## src/rtl/serial_rx_pkg.sv

```systemverilog
// Shared types and line-level constants for the serial frame receiver.
package serial_rx_pkg;

  typedef enum logic [1:0] {
    IDLE,
    DATA,
    PARITY,
    STOP
  } rx_state_t;

  localparam logic START_BIT  = 1'b1;
  localparam logic STOP_BIT   = 1'b0;
  localparam logic IDLE_LEVEL = 1'b0;

endpackage

```

## src/rtl/serial_frame_receiver.sv

```systemverilog
// Frames a bit_valid-qualified serial stream (start, N data MSB first, optional even parity,
// stop) and presents each word on a one-deep valid/ready buffer with error and overrun status.
module serial_frame_receiver
  import serial_rx_pkg::*;
#(
  parameter int unsigned N         = 8,
  parameter bit          PARITY_EN = 1'b1
) (
  input  logic         clk,
  input  logic         rst_n,
  input  logic         bit_valid,
  input  logic         serial_in,
  input  logic         out_ready,
  input  logic         clr_overrun,
  output logic [N-1:0] out_data,
  output logic         out_valid,
  output logic         out_parity_err,
  output logic         out_frame_err,
  output logic         overrun,
  output logic         busy
);

  localparam int unsigned CntW = $clog2(N) + 1;

  rx_state_t       state;
  logic [CntW-1:0] bit_cnt;
  logic [N-1:0]    shift;
  logic            par_acc;
  logic            perr;
  logic            slot_free;

  assign busy      = (state != IDLE);
  // The buffer can take a new word if it is empty or being drained this very edge.
  assign slot_free = ~out_valid | out_ready;

  always_ff @(posedge clk) begin
    if (!rst_n) begin
      state          <= IDLE;
      bit_cnt        <= '0;
      shift          <= '0;
      par_acc        <= 1'b0;
      perr           <= 1'b0;
      out_data       <= '0;
      out_valid      <= 1'b0;
      out_parity_err <= 1'b0;
      out_frame_err  <= 1'b0;
      overrun        <= 1'b0;
    end else begin
      if (clr_overrun) overrun <= 1'b0;
      if (out_valid && out_ready) out_valid <= 1'b0;

      if (bit_valid) begin
        unique case (state)
          IDLE: begin
            if (serial_in == START_BIT) begin
              state   <= DATA;
              bit_cnt <= '0;
              par_acc <= 1'b0;
              perr    <= 1'b0;
            end
          end
          DATA: begin
            shift   <= {shift[N-2:0], serial_in};
            par_acc <= par_acc ^ serial_in;
            bit_cnt <= bit_cnt + CntW'(1);
            if (bit_cnt == CntW'(N - 1)) begin
              if (PARITY_EN) state <= PARITY;
              else           state <= STOP;
            end
          end
          PARITY: begin
            perr  <= par_acc ^ serial_in;
            state <= STOP;
          end
          STOP: begin
            state <= IDLE;
            // Later assignments override the accept-clear and overrun-clear above.
            if (slot_free) begin
              out_data       <= shift;
              out_parity_err <= perr;
              out_frame_err  <= (serial_in != STOP_BIT);
              out_valid      <= 1'b1;
            end else begin
              overrun <= 1'b1;
            end
          end
          default: state <= IDLE;
        endcase
      end
    end
  end

endmodule

```

## config.mk

```make
export PLATFORM = sky130hd
export DESIGN_NAME = serial_frame_receiver
export DESIGN_NICKNAME = d
export VERILOG_FILES = /design/src/rtl/serial_rx_pkg.sv /design/src/rtl/serial_frame_receiver.sv
export SDC_FILE = /design/constraint.sdc
export NUM_CORES = 1
export LEC_CHECK = 0
export CAP_MARGIN = 40
export CORE_ASPECT_RATIO = 0.6
export CORE_MARGIN = 5
export CORE_UTILIZATION = 35
export CTS_BUF_LIST = sky130_fd_sc_hd__clkbuf_8 sky130_fd_sc_hd__clkbuf_16
export CTS_CLUSTER_SIZE = 24
export DETAILED_ROUTE_END_ITERATION = 10
export PLACE_DENSITY = 0.67
export SKIP_CTS_REPAIR_TIMING = 1
export SLEW_MARGIN = 10
export SYNTH_ARGS = -nofsm -noshare
export SYNTH_HDL_FRONTEND = slang
export SYNTH_SLANG_ARGS = --single-unit
export TNS_END_PERCENT = 20
```

## constraint.sdc

```tcl
create_clock -name clk -period 2.6 [get_ports clk]
set_input_delay 0.52 -clock clk [delete_from_list [all_inputs] [get_ports clk]]
set_output_delay 0.52 -clock clk [all_outputs]
set_load 0.02 [all_outputs]
```

Word level (Yosys, flattened, before mapping). Index checks and enable logic that the tools add are counted.

Add/sub/neg operators: 1. Equal/unequal tests: 6. Mux-type cells: 16. Bitwise gates (word level): 3. Reductions and logical operators: 10.

Operator list (count): 3-bit AND reduction (4); 1-bit 2-to-1 mux (9); 2-bit one-hot mux with 4 select lines (1); 4-bit one-hot mux with 2 select lines (1); 2-bit nonzero test (3); 4-bit by 1-bit adder with 4-bit output (second input constant) (1); 2-bit == test (second input constant) (2); 4-bit by 3-bit == test with 1-bit output (second input constant) (1); 2-bit 2-to-1 mux (2); 4-bit 2-to-1 mux (1); 2-bit inequality test (second input constant) (2); 1-bit one-hot mux with 2 select lines (2); 2-bit by 1-bit == test with 1-bit output (second input constant) (1); 2-bit logical NOT (1); 2-bit AND reduction (1); 1-bit logical AND (1); 1-bit NOT (1); 1-bit OR (1); 1-bit XOR (1).

Register bits after elaboration: 28. Input bits: 6. Output and inout bits: 13. Word-level logic and storage cells: 46.

Longest topological paths before layout. Gate-level depths: netlist (run 1).

Depth after elaboration: 5. Depth in mapped cells: 6.

Worst setup path after synthesis (run 1). OpenSTA, ideal clock, no wires.

Path type: register to register. From: register state[0]. To: register state[0]. Library setup time: 72 ps. Arrival time: 1444 ps. Required time: 2528 ps. Path slack: 1084 ps. Stages on the path, launching flop included: 7. Path buffers: 1. Clock period less this slack: 1516 ps. Cell sequence: dfxtp_1 -> inv_1 -> ha_1 -> clkbuf_2 -> nor2b_4 -> a211oi_1 -> mux2i_1.

Longest elaborated chain between the ends: 3. Elaborated cells between the ends (all ways): 8.

Ends and longest elaborated chain: from (decl) (line serial_frame_receiver.sv:25) `rx_state_t state;`; from (signal assigned) (line serial_frame_receiver.sv:38) `state <= IDLE;`; from (signal assigned) (line serial_frame_receiver.sv:56) `state <= DATA;`; from (signal assigned) (line serial_frame_receiver.sv:67) `if (PARITY_EN) state <= PARITY;`; 2-bit by 1-bit == test with 1-bit output or 2-bit logical NOT (tied branches) (line serial_frame_receiver.sv:53) `unique case (state)`; 2-bit inequality test (no source line); 3-bit AND reduction (no source line).

Several ways; a longest one is shown, not always the timed one. A chain may end at the register's enable or synchronous reset.

Worst setup path in the final report (run 1).
From: register state[0]. To: output port busy.

Longest elaborated chain between the ends: 1.

Ends and longest elaborated chain: 2-bit nonzero test (line serial_frame_receiver.sv:32) `assign busy = (state != IDLE);`; to (decl) (line serial_frame_receiver.sv:20) `output logic busy`.

No other way between the ends.

==> results.py, run 1 <==
metrics = {
    "clock_tree": {
        "cts_tree": "yes",
        "cts-root-buf": "clkbuf_8",
        "insertion_delay_ns": 0.27,
        "cts_buffer_depth": 2,
        "cts_sinks": 28,
        "htree_num_levels": 1,
        "cts_buffers": 3,
        "clk_pin_slew_ns": 0.09,
    },
    "cells_and_area": {
        "antenna_cells": 0,
        "drive_gt1_share_pct": 4.908,
        "syn_to_final_growth_pct": 21.79,
        "fillers": 314,
        "final_cells": 208,
        "post-route-util_pct": 45.40,
        "layout.nets": 176,
    },
    "place": {
        "hpwl_mm": 1.994,
        "port_buffers": 18,
        "post-place-cells": 204,
        "gp_congestion": 0.7932,
    },
    "setup_path": {
        "critPathMostFrequentCell": "inv_1",
        "slowest_stage": "clkdlybuf4s50_1",
        "cp_cell_sequence": "inv_1 > ha_1 > inv_1 > clkdlybuf4s50_1",
        "critPathCaptureType": "output port",
        "critPathArrivalTime_ns": 1.75,
        "r2r_slack_ns": 0.90,
        "start_kind": "flip-flop",
        "cp.required_ns": 2.08,
        "crit_fanout": 8,
        "path_class": "flip-flop to output port",
        "slowest_delay_ns": 0.59,
    },
    "routing": {
        "via_per_inst": 5.163,
        "drc_errors": 0,
        "ant_nets": 0,
        "wl_per_cell_um": 13.27,
        "drt-total-wl_mm": 2.760,
        "drtIter0Drc": 65,
        "firstDrtPassIters": 4,
        "num_vias": 1074,
    },
    "logic_synthesis": {
        "yosysUniqueCellTypes": 29,
        "yosysWarningCount": 0,
        "postSynthCellCount": 150,
        "synthArstFlopShare_pct": 0,
        "synth_edf_count": 0,
        "seq_area_frac_synth_pct": 44.98,
        "netlist_area_um2": 1246,
        "ys_ff_latch": 28,
        "syn_area_per_cell_um2": 8.308,
        "synth_flop_cell": "dfxtp_1",
        "syn_nets": 162,
    },
    "grt": {
        "grt_max_degree": 27,
        "antenna_found_initial": 0,
        "gr-total-overflow": 0,
        "gr-usage-all-layers_pct": 11.72,
        "grt_pass1_vias": 1036,
        "grt_pass1_wl_mm": 4.643,
    },
    "sta": {
        "drv_slew": 0,
        "max_freq_mhz": 441.4,
        "final-setup-viol-count": 0,
        "setup_tns_ns": 0,
        "skew_ns": 0.005117,
        "period_share_pct": 87.13,
        "rsz0062_at_grt": "no",
        "hold_viol": 0,
        "fin_crit_ns": 2.265,
        "tightest_slew_ns": 0.7116,
        "slew_headroom_pct": 52.46,
    },
    "floorplanning": {
        "rows": 16,
        "die_w_um": 87.04,
        "initial_core_util_pct": 37.28,
        "die_area_um2": 4893,
        "die_h_um": 56.22,
        "core_area_um2": 3343,
        "io_pins": 19,
    },
    "flow_run": {
        "maxCapViolCount": 0,
    },
    "outcome": {
        "status": "completed",
    },
    "worst_hold_path": {
        "hp-class": "flip-flop to flip-flop",
    },
    "power_and_ir_drop": {
        "ir_worst_vdd_v": 0.0001952,
        "power.leakage_nw": 0.5159,
        "powerDensity_nw_per_um2": 588.6,
    },
}
[worst max-delay path, delay by kind of cell (launching register included)]
kind / cells / cell delay, ns
adders and majority gates: 1 / 0.31
DFF: 1 / 0.39
buffers and inverters: 3 / 0.78
[cell families after synthesis]
logic type / after synthesis / synth area share (%)
AOI/OAI and AO/OA: 45 / 19.78
adders and majority gates: 6 / 6.024
buffers and inverters: 16 / 5.321
DFF: 28 / 44.98
muxes: 3 / 2.410
and+or+nand+nor: 52 / 21.49
[layout by cell type (no fill, tap or decap), types with 2 or more instances in the layout]
| cell type | n |
|---|---|
| clkdlybuf4s50_1 | 18 |
| nand3_1 | 12 |
| clkbuf_8 | 3 |
| nand4b_1 | 2 |
| a31oi_1 | 2 |
| nand2b_1 | 2 |
| o21ai_0 | 14 |
| dfxtp_1 | 28 |
| nor2_1 | 2 |
| a311oi_1 | 2 |
| ha_1 | 6 |
| nand3b_1 | 2 |
| nor2b_1 | 2 |
| inv_1 | 5 |
| nand2_1 | 24 |
| a21oi_1 | 23 |
| mux2i_1 | 3 |
[flip-flops by register name (all words and copies together), names as in the netlist]
name	count
perr	1
out_frame_err	1
shift	8
out_data	8
par_acc	1
overrun	1
out_parity_err	1
state	2
out_valid	1
bit_cnt	4
[power breakdown]
group | switching [W] | internal [W]
combinational | 0.0000682 | 0.0000459
sequential | 0.00000732 | 0.000436
clock | 0.000130 | 0.000206
total | 0.000205 | 0.000688
[final timing paths]
kind	start	to	depth (start not counted)
worst max-delay path	state[0]$_SDFFE_PN0P_	busy	4
worst min-delay path	shift[7]$_SDFFE_PN0P_	shift[7]$_SDFFE_PN0P_	2
worst max register to register	state[0]$_SDFFE_PN0P_	state[0]$_SDFFE_PN0P_	5
worst min register to register	shift[7]$_SDFFE_PN0P_	shift[7]$_SDFFE_PN0P_	2
[layer usage]
metal / GRT usage, % / wire length (um) / vias to the layer above
met3: 4.290 / 145 / 0
met1: 15.84 / 1415 / 514
met2: 18.27 / 1199 / 20
met5: 0 / 0 / -
met4: 1.333 / 0 / 0
li1: - / - / 540
[Yosys cell counts, types with 2 or more instances]
master	number	area share, %
nand2b_1	2	1.0
o21ai_0	14	5.6
nand4b_1	2	1.4
nand3b_1	2	1.2
dfxtp_1	28	45
buf_2	4	1.6
ha_1	6	6.0
nor2_1	2	0.60
mux2i_1	3	2.4
nand2_1	24	7.2
a31oi_1	2	1.0
nor2b_1	2	1.0
a311oi_1	2	1.4
clkbuf_1	5	1.5
a21oi_1	23	9.2
nand3_1	12	4.8
inv_1	5	1.5
[through the flow]
step | worst slack (ns) | power [W] | area (um2) | hold WS, ns
global route | 0.2175 | 0.0009366 | 1518 | 0.4901
floorplan | 1.084 | 0.0005337 | 1246 | 0.4353
finish | 0.3346 | 0.0008933 | 1518 | 0.4678
CTS | 0.3240 | 0.0008999 | 1518 | 0.4652
detailed placement | 0.5526 | 0.0005671 | 1446 | 0.4501
global placement | 0.6312 | 0.0005608 | 1446 | 0.4464
[layout make-up]
cell class	count	area, um2	share of cell area, %
Timing Repair Buffer	19	187.7	12.37
Clock inverter	1	30.03	1.979
Sequential cell	28	560.5	36.93
Clock buffer	3	41.29	2.721
Multi-Input combinational cell	106	619.3	40.81
Inverter	6	22.52	1.484
Tap cell	45	56.30	3.710
Power figures use the tool's default switching activity.
==> run 2: changes to the inputs <==
--- a/config.mk
+++ b/config.mk
@@ -12,8 +12,9 @@
 export CTS_BUF_LIST = sky130_fd_sc_hd__clkbuf_8 sky130_fd_sc_hd__clkbuf_16
 export CTS_CLUSTER_SIZE = 24
 export DETAILED_ROUTE_END_ITERATION = 10
-export PLACE_DENSITY = 0.67
+export PLACE_DENSITY = 0.55
 export SKIP_CTS_REPAIR_TIMING = 1
+export SKIP_LAST_GASP = 1
 export SLEW_MARGIN = 10
 export SYNTH_ARGS = -nofsm -noshare
 export SYNTH_HDL_FRONTEND = slang
==> results.py, run 2 (synthesis gave the netlist of run 1 again) <==
metrics = {
    "outcome": {
        "status": "completed",
    },
    "setup_path": {
        "r2r_slack_ns": 0.92,
        "critPathCaptureType": "output port",
        "critPathArrivalTime_ns": 1.75,
        "rr_endpoint": "state[0]$_SDFFE_PN0P_",
        "r2r_start": "state[0]$_SDFFE_PN0P_",
        "cp.required_ns": 2.08,
        "crit_fanout": 8,
        "path_class": "flip-flop to output port",
        "ff2ff_path_depth": 5,
        "start_kind": "flip-flop",
    },
    "floorplanning": {
        "die_area_um2": 4893,
        "die_h_um": 56.22,
        "rows": 16,
        "io_pins": 19,
        "initial_core_util_pct": 37.28,
        "die_w_um": 87.04,
        "core_area_um2": 3343,
    },
    "worst_hold_path": {
        "min-delay-start": "shift[7]$_SDFFE_PN0P_",
        "min_delay_path_depth": 2,
        "hp-class": "flip-flop to flip-flop",
        "hold_end": "shift[7]$_SDFFE_PN0P_",
    },
    "routing": {
        "drt-total-wl_mm": 2.613,
        "drc_errors": 0,
        "firstDrtPassIters": 4,
        "num_vias": 1051,
        "drtIter0Drc": 105,
        "via_per_inst": 5.053,
        "wl_per_cell_um": 12.56,
        "ant_nets": 0,
    },
    "place": {
        "gp_congestion": 0.7399,
        "port_buffers": 18,
        "hpwl_mm": 1.926,
    },
    "grt": {
        "gr-total-overflow": 0,
        "grt_max_degree": 27,
        "antenna_found_initial": 0,
        "grt_pass1_wl_mm": 4.353,
        "gr-usage-all-layers_pct": 10.96,
        "grt_pass1_vias": 918,
    },
    "sta": {
        "fin_crit_ns": 2.270,
        "hold_viol": 0,
        "slew_headroom_pct": 59.69,
        "final-setup-viol-count": 0,
        "period_share_pct": 87.32,
        "max_freq_mhz": 440.5,
        "drv_slew": 0,
        "rsz0062_at_grt": "no",
        "setup_tns_ns": 0,
        "tightest_slew_ns": 0.6035,
        "skew_ns": 0.006494,
        "whs_ns": 0.4652,
    },
    "clock_tree": {
        "cts_buffer_depth": 2,
        "htree_num_levels": 1,
        "cts-root-buf": "clkbuf_8",
        "cts_buffers": 3,
        "cts_tree": "yes",
        "insertion_delay_ns": 0.27,
        "cts_sinks": 28,
        "clk_pin_slew_ns": 0.10,
    },
    "cells_and_area": {
        "syn_to_final_growth_pct": 20.48,
        "layout.nets": 176,
        "drive_gt1_share_pct": 4.908,
        "final_common_cell": "dfxtp_1",
        "top_regs": "out_data (8), shift (8), bit_cnt (4)",
        "layout_common_cells": "28 x dfxtp_1, 24 x nand2_1, 23 x a21oi_1",
        "antenna_cells": 0,
    },
    "power_and_ir_drop": {
        "power.leakage_nw": 0.5089,
        "powerDensity_nw_per_um2": 549.8,
        "ir_worst_vdd_v": 0.0002543,
    },
    "flow_run": {
        "maxCapViolCount": 0,
    },
}
run 2: layer usage:
| metal | track usage (%) | vias to the layer above | share of wire [%] |
|---|---|---|---|
| met5 | 0 | - | 0 |
| met4 | 2.667 | 0 | 0.92 |
| met3 | 3.107 | 4 | 5.1 |
| met2 | 15.57 | 19 | 41 |
| met1 | 16.07 | 488 | 53 |
| li1 | - | 540 | - |
run 2: area by class of cell:
cell class	instances	area, um2
fillers	340	1842
flip-flops and latches	28	560.5
inverters	6	22.52
clock buffers	4	55.05
multi-input cells	106	619.3
well taps	45	56.30
repair buffers	19	187.7
run 2: how the worst max path moves through the flow:
stage / start / slack, ns / end / cells past startpoint
after floorplan: state[0]$_SDFFE_PN0P_ / 1.08 / state[0]$_SDFFE_PN0P_ / 6
after global placement: bit_valid / 0.65 / out_frame_err$_SDFFE_PN0P_ / 4
after detailed placement: bit_valid / 0.55 / state[1]$_SDFFE_PN0P_ / 4
after CTS: state[0]$_SDFFE_PN0P_ / 0.32 / busy / 4
after global routing: state[0]$_SDFFE_PN0P_ / 0.26 / busy / 4
final: state[0]$_SDFFE_PN0P_ / 0.33 / busy / 4
run 2: metrics by stage:
step           cells  cell area (um2)  setup slack [ns]  utilization (%)  total power, W
6_report         208             1501            0.3296            44.91       0.0008256
5_1_grt          208             1501            0.2565            44.91       0.0008598
4_1_cts          208             1501            0.3215            44.91       0.0008317
3_5_place_dp     204             1446            0.5490            43.26       0.0005651
3_3_place_gp     204             1446            0.6455            43.26       0.0005637
2_1_floorplan    150             1246             1.084                -       0.0005337
run 2: power breakdown:
part | switching (W) | internal (W)
clock | 0.000134 | 0.000136
combinational | 0.0000665 | 0.0000459
sequential | 0.00000739 | 0.000436
run 2: critical path: stages, from the launching register on:
cell,delay (ns)
dfxtp_1,0.40
inv_1,0.10
ha_1,0.30
inv_1,0.08
clkdlybuf4s50_1,0.59
